### config.mk
export PLATFORM = sky130hd
export DESIGN_NAME = dlx_multicycle_ctrl
export DESIGN_NICKNAME = d
export VERILOG_FILES = /design/src/rtl/dlx_multicycle_ctrl.sv
export SDC_FILE = /design/constraint.sdc
export NUM_CORES = 1
export LEC_CHECK = 0
export CAP_MARGIN = 20
export CORE_UTILIZATION = 42
export CTS_BUF_LIST = sky130_fd_sc_hd__clkbuf_4 sky130_fd_sc_hd__clkbuf_8 sky130_fd_sc_hd__clkbuf_16
export DETAILED_ROUTE_END_ITERATION = 10
export GPL_ROUTABILITY_DRIVEN = 0
export GPL_TIMING_DRIVEN = 0
export PLACE_DENSITY = 0.79
export SYNTH_ARGS = -nofsm -noshare
export SYNTH_HDL_FRONTEND = slang
export SYNTH_SLANG_ARGS = --single-unit
### constraint.sdc
create_clock -name clk -period 2.2 [get_ports clk]
set_clock_uncertainty 0.1 [all_clocks]
set_input_delay 0.44 -clock clk [delete_from_list [all_inputs] [get_ports clk]]
set_output_delay 0.44 -clock clk [all_outputs]
set_load 0.03 [all_outputs]
### src/rtl/dlx_multicycle_ctrl.sv
// Multi-cycle DLX controller: one instruction per handshake, stepped DECODE..WRITEBACK.
// Optional perf counters are built only when CTRL_PERF_CNT_EN is defined.
//
// state     | meaning
// IDLE      | instr_ready=1, waiting for instr_valid
// DECODE    | register file read, illegal detection
// EXECUTE   | ALU operation
// MEMORY    | load/store access, stalls on mem_ready with timeout
// WRITEBACK | register file write
module dlx_multicycle_ctrl #(
   parameter int FUNC_SIZE    = 11,
   parameter int OP_CODE_SIZE = 6,
   parameter int MEM_TIMEOUT  = 15,
   parameter int CNT_W        = 16
) (
   input  logic                    clk,
   input  logic                    rst,
   input  logic                    instr_valid,
   output logic                    instr_ready,
   input  logic [OP_CODE_SIZE-1:0] opcode,
   input  logic [FUNC_SIZE-1:0]    func,
   input  logic                    mem_ready,
   output logic                    rf1,
   output logic                    rf2,
   output logic                    en1,
   output logic                    s1,
   output logic                    s2,
   output logic                    alu1,
   output logic                    alu2,
   output logic                    en2,
   output logic                    rm,
   output logic                    wm,
   output logic                    en3,
   output logic                    s3,
   output logic                    wf1,
   output logic                    illegal,
   output logic                    mem_err,
   output logic [CNT_W-1:0]        retired_cnt,
   output logic [CNT_W-1:0]        stall_cnt
);

   localparam logic [2:0] S_IDLE      = 3'd0;
   localparam logic [2:0] S_DECODE    = 3'd1;
   localparam logic [2:0] S_EXECUTE   = 3'd2;
   localparam logic [2:0] S_MEMORY    = 3'd3;
   localparam logic [2:0] S_WRITEBACK = 3'd4;

   localparam logic [OP_CODE_SIZE-1:0] OP_RTYPE = OP_CODE_SIZE'('h00);
   localparam logic [OP_CODE_SIZE-1:0] OP_ADDI  = OP_CODE_SIZE'('h08);
   localparam logic [OP_CODE_SIZE-1:0] OP_SUBI  = OP_CODE_SIZE'('h0A);
   localparam logic [OP_CODE_SIZE-1:0] OP_ANDI  = OP_CODE_SIZE'('h0C);
   localparam logic [OP_CODE_SIZE-1:0] OP_ORI   = OP_CODE_SIZE'('h0D);
   localparam logic [OP_CODE_SIZE-1:0] OP_NOP   = OP_CODE_SIZE'('h15);
   localparam logic [OP_CODE_SIZE-1:0] OP_LW    = OP_CODE_SIZE'('h23);
   localparam logic [OP_CODE_SIZE-1:0] OP_SW    = OP_CODE_SIZE'('h2B);

   localparam logic [FUNC_SIZE-1:0] F_ADD = FUNC_SIZE'('h20);
   localparam logic [FUNC_SIZE-1:0] F_SUB = FUNC_SIZE'('h22);
   localparam logic [FUNC_SIZE-1:0] F_AND = FUNC_SIZE'('h24);
   localparam logic [FUNC_SIZE-1:0] F_OR  = FUNC_SIZE'('h25);

   localparam logic [7:0] TIMEOUT_LAST = 8'(MEM_TIMEOUT - 1);

   logic [2:0]              r_state;
   logic [2:0]              w_state_nxt;
   logic [OP_CODE_SIZE-1:0] r_opcode;
   logic [FUNC_SIZE-1:0]    r_func;
   logic [7:0]              r_wait;

   logic       w_rtype;
   logic       w_lw;
   logic       w_sw;
   logic       w_nop;
   logic       w_mem_acc;
   logic       w_legal;
   logic [1:0] w_alu;
   logic       w_stall;
   logic       w_timeout;

   // Decode works only from the latched instruction so outputs never follow live inputs.
   always_comb begin
      w_rtype = (r_opcode == OP_RTYPE);
      w_lw    = (r_opcode == OP_LW);
      w_sw    = (r_opcode == OP_SW);
      w_nop   = (r_opcode == OP_NOP);
      w_legal = 1'b0;
      w_alu   = 2'b00;
      case (r_opcode)
         OP_RTYPE: begin
            case (r_func)
               F_ADD:   begin w_legal = 1'b1; w_alu = 2'b00; end
               F_SUB:   begin w_legal = 1'b1; w_alu = 2'b01; end
               F_AND:   begin w_legal = 1'b1; w_alu = 2'b10; end
               F_OR:    begin w_legal = 1'b1; w_alu = 2'b11; end
               default: w_legal = 1'b0;
            endcase
         end
         OP_ADDI, OP_LW, OP_SW: begin w_legal = 1'b1; w_alu = 2'b00; end
         OP_SUBI: begin w_legal = 1'b1; w_alu = 2'b01; end
         OP_ANDI: begin w_legal = 1'b1; w_alu = 2'b10; end
         OP_ORI:  begin w_legal = 1'b1; w_alu = 2'b11; end
         OP_NOP:  w_legal = 1'b1;
         default: w_legal = 1'b0;
      endcase
   end

   assign w_mem_acc = w_lw | w_sw;
   assign w_stall   = (r_state == S_MEMORY) && w_mem_acc && !mem_ready;
   assign w_timeout = w_stall && (r_wait == TIMEOUT_LAST);
   assign mem_err   = w_timeout;

   always_comb begin
      w_state_nxt = S_IDLE;
      case (r_state)
         S_IDLE:      w_state_nxt = instr_valid ? S_DECODE : S_IDLE;
         S_DECODE:    w_state_nxt = w_legal ? S_EXECUTE : S_IDLE;
         S_EXECUTE:   w_state_nxt = S_MEMORY;
         S_MEMORY: begin
            if (!w_mem_acc || mem_ready) w_state_nxt = S_WRITEBACK;
            else if (w_timeout)          w_state_nxt = S_IDLE;
            else                         w_state_nxt = S_MEMORY;
         end
         S_WRITEBACK: w_state_nxt = S_IDLE;
         default:     w_state_nxt = S_IDLE;
      endcase
   end

   always_ff @(posedge clk) begin
      if (rst) begin
         r_state  <= S_IDLE;
         r_opcode <= '0;
         r_func   <= '0;
         r_wait   <= '0;
      end else begin
         r_state <= w_state_nxt;
         if (r_state == S_IDLE && instr_valid) begin
            r_opcode <= opcode;
            r_func   <= func;
         end
         if (w_stall && !w_timeout) r_wait <= r_wait + 8'd1;
         else                       r_wait <= '0;
      end
   end

   always_comb begin
      {rf1, rf2, en1, s1, s2, alu1, alu2, en2, rm, wm, en3, s3, wf1, illegal} = '0;
      instr_ready = (r_state == S_IDLE);
      case (r_state)
         S_DECODE: begin
            rf1     = 1'b1;
            en1     = 1'b1;
            rf2     = w_rtype | w_sw;
            illegal = !w_legal;
         end
         S_EXECUTE: begin
            if (!w_nop) begin
               en2          = 1'b1;
               s1           = 1'b1;
               s2           = !w_rtype;
               {alu1, alu2} = w_alu;
            end
         end
         S_MEMORY: begin
            if (!w_nop) begin
               en3 = 1'b1;
               rm  = w_lw;
               wm  = w_sw;
            end
         end
         S_WRITEBACK: begin
            wf1 = !w_sw && !w_nop;
            s3  = w_lw;
         end
         default: ;
      endcase
   end

`ifdef CTRL_PERF_CNT_EN
   logic [CNT_W-1:0] r_retired;
   logic [CNT_W-1:0] r_stall_cnt;

   always_ff @(posedge clk) begin
      if (rst) begin
         r_retired   <= '0;
         r_stall_cnt <= '0;
      end else begin
         if (r_state == S_WRITEBACK) r_retired <= r_retired + 1'b1;
         if (w_stall)                r_stall_cnt <= r_stall_cnt + 1'b1;
      end
   end

   assign retired_cnt = r_retired;
   assign stall_cnt   = r_stall_cnt;
`else
   assign retired_cnt = '0;
   assign stall_cnt   = '0;
`endif

endmodule

Yosys cells after proc, flatten, opt, wreduce, memory -nomap -nowiden

Cells that the tools add are included.

Memories kept: 0
Memory bits (read-only): 0
Output and inout bits: 48
Bits in latches: 0
Logic and storage cells: 70
Memory bits (writable): 0
Register bits after elaboration: 28

Add/sub/neg operators: 1
Multiply operators: 0
Bitwise gates (word level): 3
Order comparisons: 0
Shifts and indexed selects: 0
Div/mod/pow operators: 0
Reduce and logical (&&, ||, !) cells: 19
Eq/ne operators: 16
Multiplexer cells: 27

Operators with widths:

| kind                                                              | number |
|---|---|
| 11-bit by 6-bit == test with 1-bit output (second input constant) | 4 |
| 6-bit by 4-bit == test with 1-bit output (second input constant)  | 4 |
| 1-bit 2-to-1 mux                                                  | 20 |
| 6-bit == test (second input constant)                             | 2 |
| 3-bit case mux with 4 select lines                                | 1 |
| 8-bit by 1-bit adder with 8-bit output (second input constant)    | 1 |
| 8-bit by 4-bit == test with 1-bit output (second input constant)  | 1 |
| 2-bit case mux with 4 select lines                                | 1 |
| 1-bit logical NOT                                                 | 7 |
| 7-bit OR reduction                                                | 1 |
| 3-bit by 2-bit == test with 1-bit output (second input constant)  | 2 |
| 6-bit by 5-bit == test with 1-bit output (second input constant)  | 1 |
| 1-bit logical AND                                                 | 6 |
| 6-bit logical NOT                                                 | 1 |
| 2-bit case mux with 3 select lines                                | 1 |
| 2-bit 2-to-1 mux                                                  | 2 |
| 4-bit OR reduction                                                | 1 |
| 3-bit by 1-bit == test with 1-bit output (second input constant)  | 1 |
| 3-bit == test (second input constant)                             | 1 |
| 3-bit logical NOT                                                 | 1 |
| 3-bit 2-to-1 mux                                                  | 1 |
| 1-bit bitwise OR                                                  | 2 |
| 1-bit case mux with 2 select lines                                | 1 |
| 2-bit OR reduction                                                | 1 |
| 2 further kinds                                                   | 2 |

Depth between registers and ports, before layout

Depth after elaboration: 9
Mapped depth: 7

Worst setup path before layout

Ideal clock, no wire load.

Path kind: register to output
Start point: reg r_opcode[2]
End point: out alu2
Data arrival time: 1.936 ns
Data required time: 1.660 ns
Buffers on the path: 1
Setup slack: -0.276 ns
Stages on the path, launching flop included: 6
Cells stage by stage: dfxtp_1 > nor2b_1 > clkbuf_1 > a311oi_2 > nand3_1 > nor2_1

Word-level cells in the longest chain between the ends: 4
Elaborated cells on any way between the ends: 8

RTL lines:

| what                                                                          | RTL line | text |
|---|---|---|
| start: declaration                                                            | 66       | `logic [OP_CODE_SIZE-1:0] r_opcode;` |
| start signal: assignment                                                      | 137      | `r_opcode <= opcode;` |
| 6-bit by 4-bit == test with 1-bit output or 6-bit logical NOT (tied branches) | 88       | `case (r_opcode)` |
| 2-bit case mux with 4 select lines                                            | 88       |  |
| 1-bit 2-to-1 mux *                                                            | 156      | `if (!w_nop) begin` |
| 1-bit 2-to-1 mux *                                                            | 148      | `case (r_state)` |
| end: declaration                                                              | 29       | `output logic alu2,` |

Every way passes the cells marked *; elsewhere a longest branch is shown, timed or not.

Final worst setup path

Start point: reg r_opcode[0]
End point: out alu1

Word-level cells in the longest chain between the ends: 4
Elaborated cells on any way between the ends: 8

RTL lines:

| what                                                                          | RTL line | text |
|---|---|---|
| 6-bit by 4-bit == test with 1-bit output or 6-bit logical NOT (tied branches) | 88       |  |
| 2-bit case mux with 4 select lines                                            | 88       |  |
| 1-bit 2-to-1 mux *                                                            | 156      |  |
| 1-bit 2-to-1 mux *                                                            | 148      |  |
| end: declaration                                                              | 28       | `output logic alu1,` |

Marks and branches as above.

==> flow_metrics.env <==
export IMPL_ys_async_sr_fraction=0
export IMPL_grt_pass1_vias=1242
export IMPL_critPathKind="flop to output port"
export IMPL_yosysTopAreaCell="dfxtp_1"
export IMPL_worstPathArrival_ps=1770
export IMPL_clock_path_buffers=2
export IMPL_critical_path_buf_inv_count=1
export IMPL_start_util=0.440
export IMPL_period_needed_ps=2310
export IMPL_globalRouteMet2Util=0.273
export IMPL_track_usage=0.159
export IMPL_violations="negative setup slack"
export IMPL_busiest_layer="met2"
export IMPL_layout_common_cells="42 x nand2_1, 41 x buf_4, 32 x conb_1"
export IMPL_cts_sinks=28
export IMPL_crit_chain="nor4_4 > nand4_1 > or3b_1 > a21oi_2 > buf_6"
export IMPL_root_buffer="clkbuf_8"
export IMPL_critPathMaxFanout=2
export IMPL_mostFrequentLayoutCell="nand2_1"
export IMPL_whs_ps=363
export IMPL_yosysSeqAreaShare=0.345
export IMPL_htreeDepth=1
export IMPL_antennaDiodeCount=0
export IMPL_grt_pass1_wl_um=5290
export IMPL_ant_nets=0
export IMPL_synthFlopType="dfxtp_1"
export IMPL_numCtsBuffers=3
export IMPL_drc_errors=0
export IMPL_worstSkewPairLatency_ps=270
export IMPL_hold_class="flop to flop"
export IMPL_cp_start_kind="flop"
export IMPL_status="finished, violations left"
export IMPL_synth_warning_count=0
export IMPL_layout_nets=310
export IMPL_wire_per_inst_um=9.66
export IMPL_fmax_mhz=433
export IMPL_syn_to_final_growth_pct=41.9
export IMPL_fill_cells=363
export IMPL_cp_slowest_cell="or3b_1"
export IMPL_rsz0062_at_grt="yes"
export IMPL_ys_ff_latch=28
export IMPL_yosysUniqueCellTypes=43
export IMPL_synth_edf_count=0
export IMPL_dieArea_um2=4120
export IMPL_worst_slack_ps=-110
export IMPL_layout_drive_gt1_share=0.283
export IMPL_rows=22
export IMPL_cts_hold_buf=0
export IMPL_maxCapViolations=0
export IMPL_antenna_found_initial=0
export IMPL_cellLeakagePower_nw=1.04
export IMPL_regArea_um2=572
export IMPL_hold_violations=0
export IMPL_setup_viol=3
export IMPL_num_vias=1462
export IMPL_portBuffers=36
export IMPL_drtIter0Drc=66
export IMPL_vdd_ir_drop_max_v=0.000491
export IMPL_dp_hpwl_um=2460
export IMPL_slowest_delay_ps=380
export IMPL_synth_area_leaders="dfxtp_1 35%, buf_4 16%, nand2_1 9.9%, a21oi_1 5.9%, nor2_1 4.2%"
export IMPL_core_um2=3690
export IMPL_first_pass_iters=4
export IMPL_io_pins=69
export IMPL_clk_pin_slew_ps=100
export IMPL_grtUsageMet1=0.208
export IMPL_power_total_w=0.00117
export IMPL_endpoint_kind="output port"
export IMPL_die_h_um=64.2
export IMPL_post_route_util=0.625
export IMPL_synth_top_area_frac=0.345
export IMPL_cts_tree="done"
export IMPL_drt_wl_total_um=3230
export IMPL_multi_input_area_um2=955
export IMPL_syn_area_um2=1620
export IMPL_routed_via_density=4.38
export IMPL_p_per_area_nw_per_um2=507
export IMPL_post_place_ws_ps=-475
export IMPL_cpLargestDelayFamily="simple AND/OR/NAND/NOR gates"
export IMPL_grtUsageMet3=0.0321
export IMPL_grt_max_degree=16
export IMPL_slew_viol_final=0
export IMPL_crit_required_ps=1660
export IMPL_die_w_um=64.2
export IMPL_fin_crit_sh=1.05
export IMPL_netlist_instances=212
export IMPL_gr_total_overflow=0
export IMPL_synth_avg_cell_area_um2=7.66
-- area by class of cell --
cell class / count / area share
multi-input cells: 169 / 0.414
inverters: 3 / 0.00489
flip-flops and latches: 28 / 0.248
plain buffers: 43 / 0.132
clock buffers: 4 / 0.0239
well taps: 48 / 0.0261
repair buffers: 39 / 0.151
-- cells by family (layout without fill, tap and decap cells) --
kind of cell	Yosys count	in the layout	share of synthesized area
flops	28	28	0.345
other cells	1	32	0.00231
buf+inv	46	89	0.187
fa+ha+maj	2	2	0.0154
simple gates	98	98	0.296
compound gates	30	30	0.116
xor+xnor	7	7	0.0378
-- report_power, final --
group	switching [W]	internal (W)	total [W]	leakage [nW]
clock network	0.000156	0.000160	0.000316	0.0288
logic	0.000176	0.000129	0.000305	0.784
registers	0.0000198	0.000528	0.000548	0.231
-- final timing paths --
| path | start | endpoint | slack (ps) | cells after the start |
|---|---|---|---|---|
| max reg2reg | r_state[0] | r_opcode[1] | 600 | 6 |
| min reg2reg | r_func[5] | r_func[5] | 360 | 2 |
| max | r_opcode[0] | alu1 | -110 | 5 |
| min | r_func[5] | r_func[5] | 360 | 2 |
-- synthesized netlist by cell type (all sizes together) (2+ instances only) --
master / instances
nor3: 4
dfxtp: 28
a21oi: 20
nor3b: 2
buf: 38
ha: 2
nor2: 19
and2: 3
nor4: 3
inv: 3
clkbuf: 5
nand3: 6
xnor2: 2
nor2b: 3
nor4b: 2
xor2: 5
nand2b: 2
nand4: 3
nand2: 43
-- sequential cells by signal, indices dropped and copies added, names as in the netlist --
signal / count
r_func: 11
r_opcode: 6
r_wait: 8
r_state: 3
-- worst min-delay path: cells and delay by family, from the launching register on --
| kind | cells | cell delay [ps] |
|---|---|---|
| AND/OR/NAND/NOR | 1 | 50 |
| AO/OA/AOI/OAI | 1 | 50 |
| flip-flops | 1 | 320 |
-- what timing repair did --
item | 4_1_cts | 5_1_grt
gates resized for setup | 76 | 23
pin swaps | 9 | 6
endpoints found under the setup margin | 15 | 13
buffers inserted | 0 | 3
-- per-stage QoR --
stage               cells  TNS [ps]  cell area, µm²
floorplan             243      -109            1770
global placement      327     -2980            2190
global route          334      -480            2300
detailed placement    327     -3090            2190
finish                334      -169            2300
CTS                   331      -242            2280
-- layer usage --
layer | vias up | wire length [µm]
li1 | 788 | -
met1 | 626 | 1500
met2 | 46 | 1550
met3 | 2 | 158
met4 | 0 | 16
met5 | - | 0
No activity file was read; power rests on OpenSTA's default activity.
